===== src/rtl/reg_wb_queue.sv =====
// Four-entry register writeback queue with read-after-write forwarding.
// Optional macro REG_WB_COALESCE_EN merges a same-address write into the newest entry.
module reg_wb_queue (
    input  logic        clk,
    input  logic        rst_n,
    input  logic        req_valid,
    input  logic [2:0]  req_addr,
    input  logic [15:0] req_data,
    output logic        req_ready,
    input  logic        drain_en,
    output logic        wr,
    output logic [2:0]  wr_addr,
    output logic [15:0] wr_data,
    input  logic [2:0]  rd_addr,
    input  logic [15:0] bank_out,
    output logic [15:0] rd_data,
    output logic        rd_hit,
    output logic [2:0]  count
);

    localparam int unsigned DEPTH = 4;
    localparam int unsigned AW    = 3;
    localparam int unsigned DW    = 16;
    localparam int unsigned PW    = 2;
    localparam int unsigned CW    = 3;

    logic [AW-1:0] mem_addr [DEPTH];
    logic [DW-1:0] mem_data [DEPTH];
    logic [PW-1:0] head;
    logic [PW-1:0] tail;
    logic [PW-1:0] newest;
    logic [PW-1:0] idx;
    logic          accept;
    logic          pop;
    logic          coalesce;
    logic          alloc;

    assign req_ready = (count != CW'(DEPTH));
    assign accept    = req_valid && req_ready;
    assign wr        = (count != '0) && drain_en;
    assign pop       = wr;
    assign wr_addr   = mem_addr[head];
    assign wr_data   = mem_data[head];
    assign newest    = tail - PW'(1);

`ifdef REG_WB_COALESCE_EN
    // A lone head entry that is leaving this edge cannot absorb the new write.
    assign coalesce = accept && (count != '0) && (mem_addr[newest] == req_addr)
                      && !(pop && (count == CW'(1)));
`else
    assign coalesce = 1'b0;
`endif
    assign alloc = accept && !coalesce;

    // Pointers and occupancy.
    always_ff @(posedge clk or negedge rst_n) begin
        if (!rst_n) begin
            head  <= '0;
            tail  <= '0;
            count <= '0;
        end else begin
            if (pop) begin
                head <= head + PW'(1);
            end
            if (alloc) begin
                tail <= tail + PW'(1);
            end
            count <= count + CW'(alloc) - CW'(pop);
        end
    end

    // Entry storage needs no reset; occupancy guards every read.
    always_ff @(posedge clk) begin
        if (alloc) begin
            mem_addr[tail] <= req_addr;
            mem_data[tail] <= req_data;
        end else if (coalesce) begin
            mem_data[newest] <= req_data;
        end
    end

    // Scan oldest to newest so the newest matching entry wins.
    always_comb begin
        rd_data = bank_out;
        rd_hit  = 1'b0;
        idx     = head;
        for (int unsigned i = 0; i < DEPTH; i++) begin
            idx = head + PW'(i);
            if ((CW'(i) < count) && (mem_addr[idx] == rd_addr)) begin
                rd_hit  = 1'b1;
                rd_data = mem_data[idx];
            end
        end
    end

endmodule


===== config.mk =====
export PLATFORM = sky130hd
export DESIGN_NAME = reg_wb_queue
export DESIGN_NICKNAME = d
export VERILOG_FILES = /design/src/rtl/reg_wb_queue.sv
export SDC_FILE = /design/constraint.sdc
export NUM_CORES = 1
export LEC_CHECK = 0
export CAP_MARGIN = 20
export CORE_ASPECT_RATIO = 1.4
export CORE_MARGIN = 5
export CORE_UTILIZATION = 30
export CTS_CLUSTER_DIAMETER = 30
export CTS_CLUSTER_SIZE = 20
export DETAILED_ROUTE_END_ITERATION = 12
export SYNTH_ARGS = -nofsm -noshare
export SYNTH_HDL_FRONTEND = slang
export SYNTH_SLANG_ARGS = --single-unit

===== constraint.sdc =====
create_clock -name clk -period 3.5 [get_ports clk]
set_input_delay 1.05 -clock clk [delete_from_list [all_inputs] [get_ports clk]]
set_output_delay 1.05 -clock clk [all_outputs]
set_load 0.01 [all_outputs]

==> results of run 1 <==
[layout make-up]
cell class                      instances  area [um2]  share of cell area (%)
Multi-Input combinational cell        224        3230                    39.6
Sequential cell                        83        2460                    30.2
Timing Repair Buffer                  160        1790                    21.9
Tap cell                              244         305                    3.74
Clock buffer                            9         225                    2.76
Clock inverter                          7         106                    1.30
Inverter                                9        33.8                   0.414
[power by group through the flow]
stage | registers, W | clock network (W) | logic, W
final | 0.00151 | 0.00105 | 0.00544
after global routing | 0.00153 | 0.00110 | 0.00579
after CTS | 0.00150 | 0.00107 | 0.00521
after detailed placement | 0.00156 | 0 | 0.00456
after global placement | 0.00153 | 0 | 0.00448
after floorplan | 0.00146 | 0 | 0.00294
[timing repair]
item,CTS,global route
pin swaps,19,20
gates cloned,7,2
setup buffers,26,4
endpoints found under the setup margin,31,28
gates resized for setup,148,39
[routing by layer]
| layer | wire length [um] | up-vias | GRT usage [%] |
|---|---|---|---|
| met5 | 19 | - | 0 |
| met4 | 385 | 2 | 5.32 |
| met3 | 666 | 25 | 2.29 |
| met2 | 9390 | 106 | 29.0 |
| met1 | 5520 | 2080 | 15.2 |
| li1 | - | 1769 | - |
[synth_stat cells, drive strengths merged]
library cell / count / share of area (%)
nand2b: 2 / 0.22
dfrtp: 7 / 3.1
xor2: 1 / 0.16
edfxtp: 76 / 41
mux4: 74 / 30
fa: 1 / 0.36
a211oi: 16 / 2.1
nor2: 17 / 1.1
a221oi: 16 / 4.3
clkbuf: 9 / 0.67
ha: 8 / 1.8
buf: 24 / 3.1
and2: 1 / 0.11
nand4: 2 / 0.22
mux2i: 23 / 4.1
and3: 4 / 0.44
o2111a: 2 / 0.42
o21ai: 17 / 1.5
xnor2: 13 / 2.6
inv: 9 / 0.60
or2: 1 / 0.11
nand2: 4 / 0.27
a21boi: 1 / 0.13
a21oi: 17 / 1.6
and4: 1 / 0.16
o2111ai: 3 / 0.69
[path summary, 6_finish.rpt]
path | startpoint | end | slack (ns) | depth (start not counted)
worst max register to register | count[1]$_DFF_PN0_ | count[2]$_DFF_PN0_ | 1.37 | 10
min in group asynchronous | rst_n | head[1]$_DFFE_PN0P_ | 0.99 | 1
worst max-delay path | head[0]$_DFFE_PN0P_ | rd_data[15] | -0.29 | 9
max in group asynchronous | rst_n | head[0]$_DFFE_PN0P_ | 2.21 | 1
worst min-delay path | tail[1]$_DFFE_PN0P_ | tail[1]$_DFFE_PN0P_ | 0.65 | 2
worst min register to register | tail[1]$_DFFE_PN0P_ | tail[1]$_DFFE_PN0P_ | 0.65 | 2
[tightest hold or removal path, delay by kind of cell (launching register included)]
kind | cells | cell delay, ns
AOI/OAI and AO/OA | 1 | 0.09
buffers and inverters | 1 | 0.11
DFF | 1 | 0.41
[through the flow]
step                      instance area [um2]  hold slack, ns  power [W]  setup slack (ns)
final                                    8150           0.653    0.00799            -0.291
after global routing                     8150           0.672    0.00843            -0.393
after CTS                                7950           0.653    0.00777            -0.322
after detailed placement                 6990           0.644    0.00611             -1.19
after global placement                   6990           0.604    0.00601             -1.11
after floorplan                          5630           0.580    0.00441            0.0666
[cells by family after synthesis]
family                   synth area share (%)
multiplexers                             33.7
XOR/XNOR                                 2.71
AO/OA/AOI/OAI                            10.7
buffers and inverters                    4.38
flip-flops                               43.7
AND/OR/NAND/NOR                          2.67
adder cells (fa/ha/maj)                  2.13
[state kept, by name, indices dropped and copies added (netlist names)]
signal / flops
mem_addr: 12
mem_data: 64
count: 3
head: 2
tail: 2
==> impl_metrics.toml, run 1 <==
[outcome]
outcome = "finished with violations"
violations = "negative setup slack"

[die]
placement_rows = 59
die_area_um2 = 21600
pin_count = 83
die_width_um = 126
core_region_area_um2 = 18500
die_h_um = 172
initial_utilization_pct = 30.4

[routing]
wl_per_cell_um = 21.7
drt_first_iter_violations = 250
drt_drc_violations_left = 0
first_pass_iteration_count_of_the_detailed_router = 4
antenna_violating_nets_post_route = 0
avgViaCountPerCell = 5.41
finalWirelength_mm = 16.0
detailroute.via_count = 3982

[power]
power.combinational.fraction_pct = 68.1
maximum_resistive_drop_on_vdd_uv = 401
power.leakage_nw = 2.95
power_density_over_cell_area_nw_per_um2 = 980
netSwitchingFraction_pct = 37.1
seq_power_share_pct = 18.8
p_clk_share_pct = 13.1
intPower_w = 0.00503
p_switching_w = 0.00296

[global_routing]
globalRouteTotalUtil_pct = 14.5
grt_remaining_overflow = 0
pin_count_of_the_biggest_net_entering_global_routing = 58
grt_pass1_wl_mm = 23.9
grt_antenna_before_repair = 1
via_count_of_the_first_global_routing_pass = 4198

[setup_path]
critical_path_arrival_ns = 2.74
criticalPathCategory = "register to primary output"
cp-start-kind = "register"
worst_setup_path_end_kind = "primary output"
critPathMaxFanout = 8
path_common_cell = "sky130_fd_sc_hd__buf_12"
delay_contributed_by_the_slowest_stage_of_the_critical_path_ns = 0.50
crit_chain = "buf_12 -> buf_6 -> mux4_2 -> xnor2_2 -> and4_4 -> buf_12 -> a211oi_1 -> a221oi_2 -> buf_2"
critPathSlowestCell = "sky130_fd_sc_hd__dfrtp_4"
timing.critical_path.buf_inv = 4
crit_family = "buffers and inverters"
critical_path_required_ns = 2.45

[synthesis]
syn_avg_cell_area_um2 = 16.1
synth-seq-cells = 83
yosysWarningCount = 0
synthesized_net_count = 400
syn-instance-count = 349
synth.yosys.seq_area_share_pct = 43.7
yosys.cell_types.count = 34
netlist_area_um2 = 5630

[clock_network]
cts-hold-fix-buffers = 0
numCtsBuffers = 9
clk-insertion-delay-late_ns = 0.33
path_clk_slew_ns = 0.06
cts-htree-levels = 3
clock_sinks = 83
tritoncts = "yes"
cts_root_buffer_type = "sky130_fd_sc_hd__clkbuf_16"
cts_max_path_buffers = 2

[placement]
place.port_buffers = 82
gp_routability_congestion = 0.749
dp_hpwl_mm = 10.1
numPlacedInstances = 685

[flow_run]
cap_violations = 0

[cells_and_area]
final_core_util_pct = 44.0
diodes = 0
fin_nets = 538
final_cell_mix = "sky130_fd_sc_hd__edfxtp_1 (76), sky130_fd_sc_hd__mux4_2 (74), sky130_fd_sc_hd__clkdlybuf4s50_1 (56)"
finalNonFillerCells = 736
layout-area-overhead-vs-synth_pct = 44.9
layout.filler_cells = 1604
post_route_cells_drive_above_1_share_pct = 51.2
final_common_cell = "sky130_fd_sc_hd__edfxtp_1"

[sta]
clock_skew_ns = 0.00430
timing.setup.tns_ns = -4.03
fin_crit_sh_pct = 108
final_critical_path_time_including_i_o_delays_and_setup_ns = 3.79
post-route-worst-setup-slack_ns = -0.291
unrepaired_setup_endpoints_after_global_routing = "yes"
final_hold_vio_count = 0
setup_viol_count_final = 16
slew_headroom_pct = 68.9
worst_pin_slew_ns = 0.466
finalMaxSlewViolations = 0
fmax_ghz = 0.264

[hold_path]
hold_path_class = "register to register"
Power figures use the tool's default switching activity.
==> inputs of run 2 (changes only) <==
--- a/config.mk
+++ b/config.mk
@@ -12,6 +12,7 @@
 export CTS_CLUSTER_DIAMETER = 30
 export CTS_CLUSTER_SIZE = 20
 export DETAILED_ROUTE_END_ITERATION = 12
+export HOLD_SLACK_MARGIN = 0.12
 export SYNTH_ARGS = -nofsm -noshare
 export SYNTH_HDL_FRONTEND = slang
 export SYNTH_SLANG_ARGS = --single-unit
==> results of run 2 <==
Same layout as run 1: the final DEF is identical, and so are final timing and power.
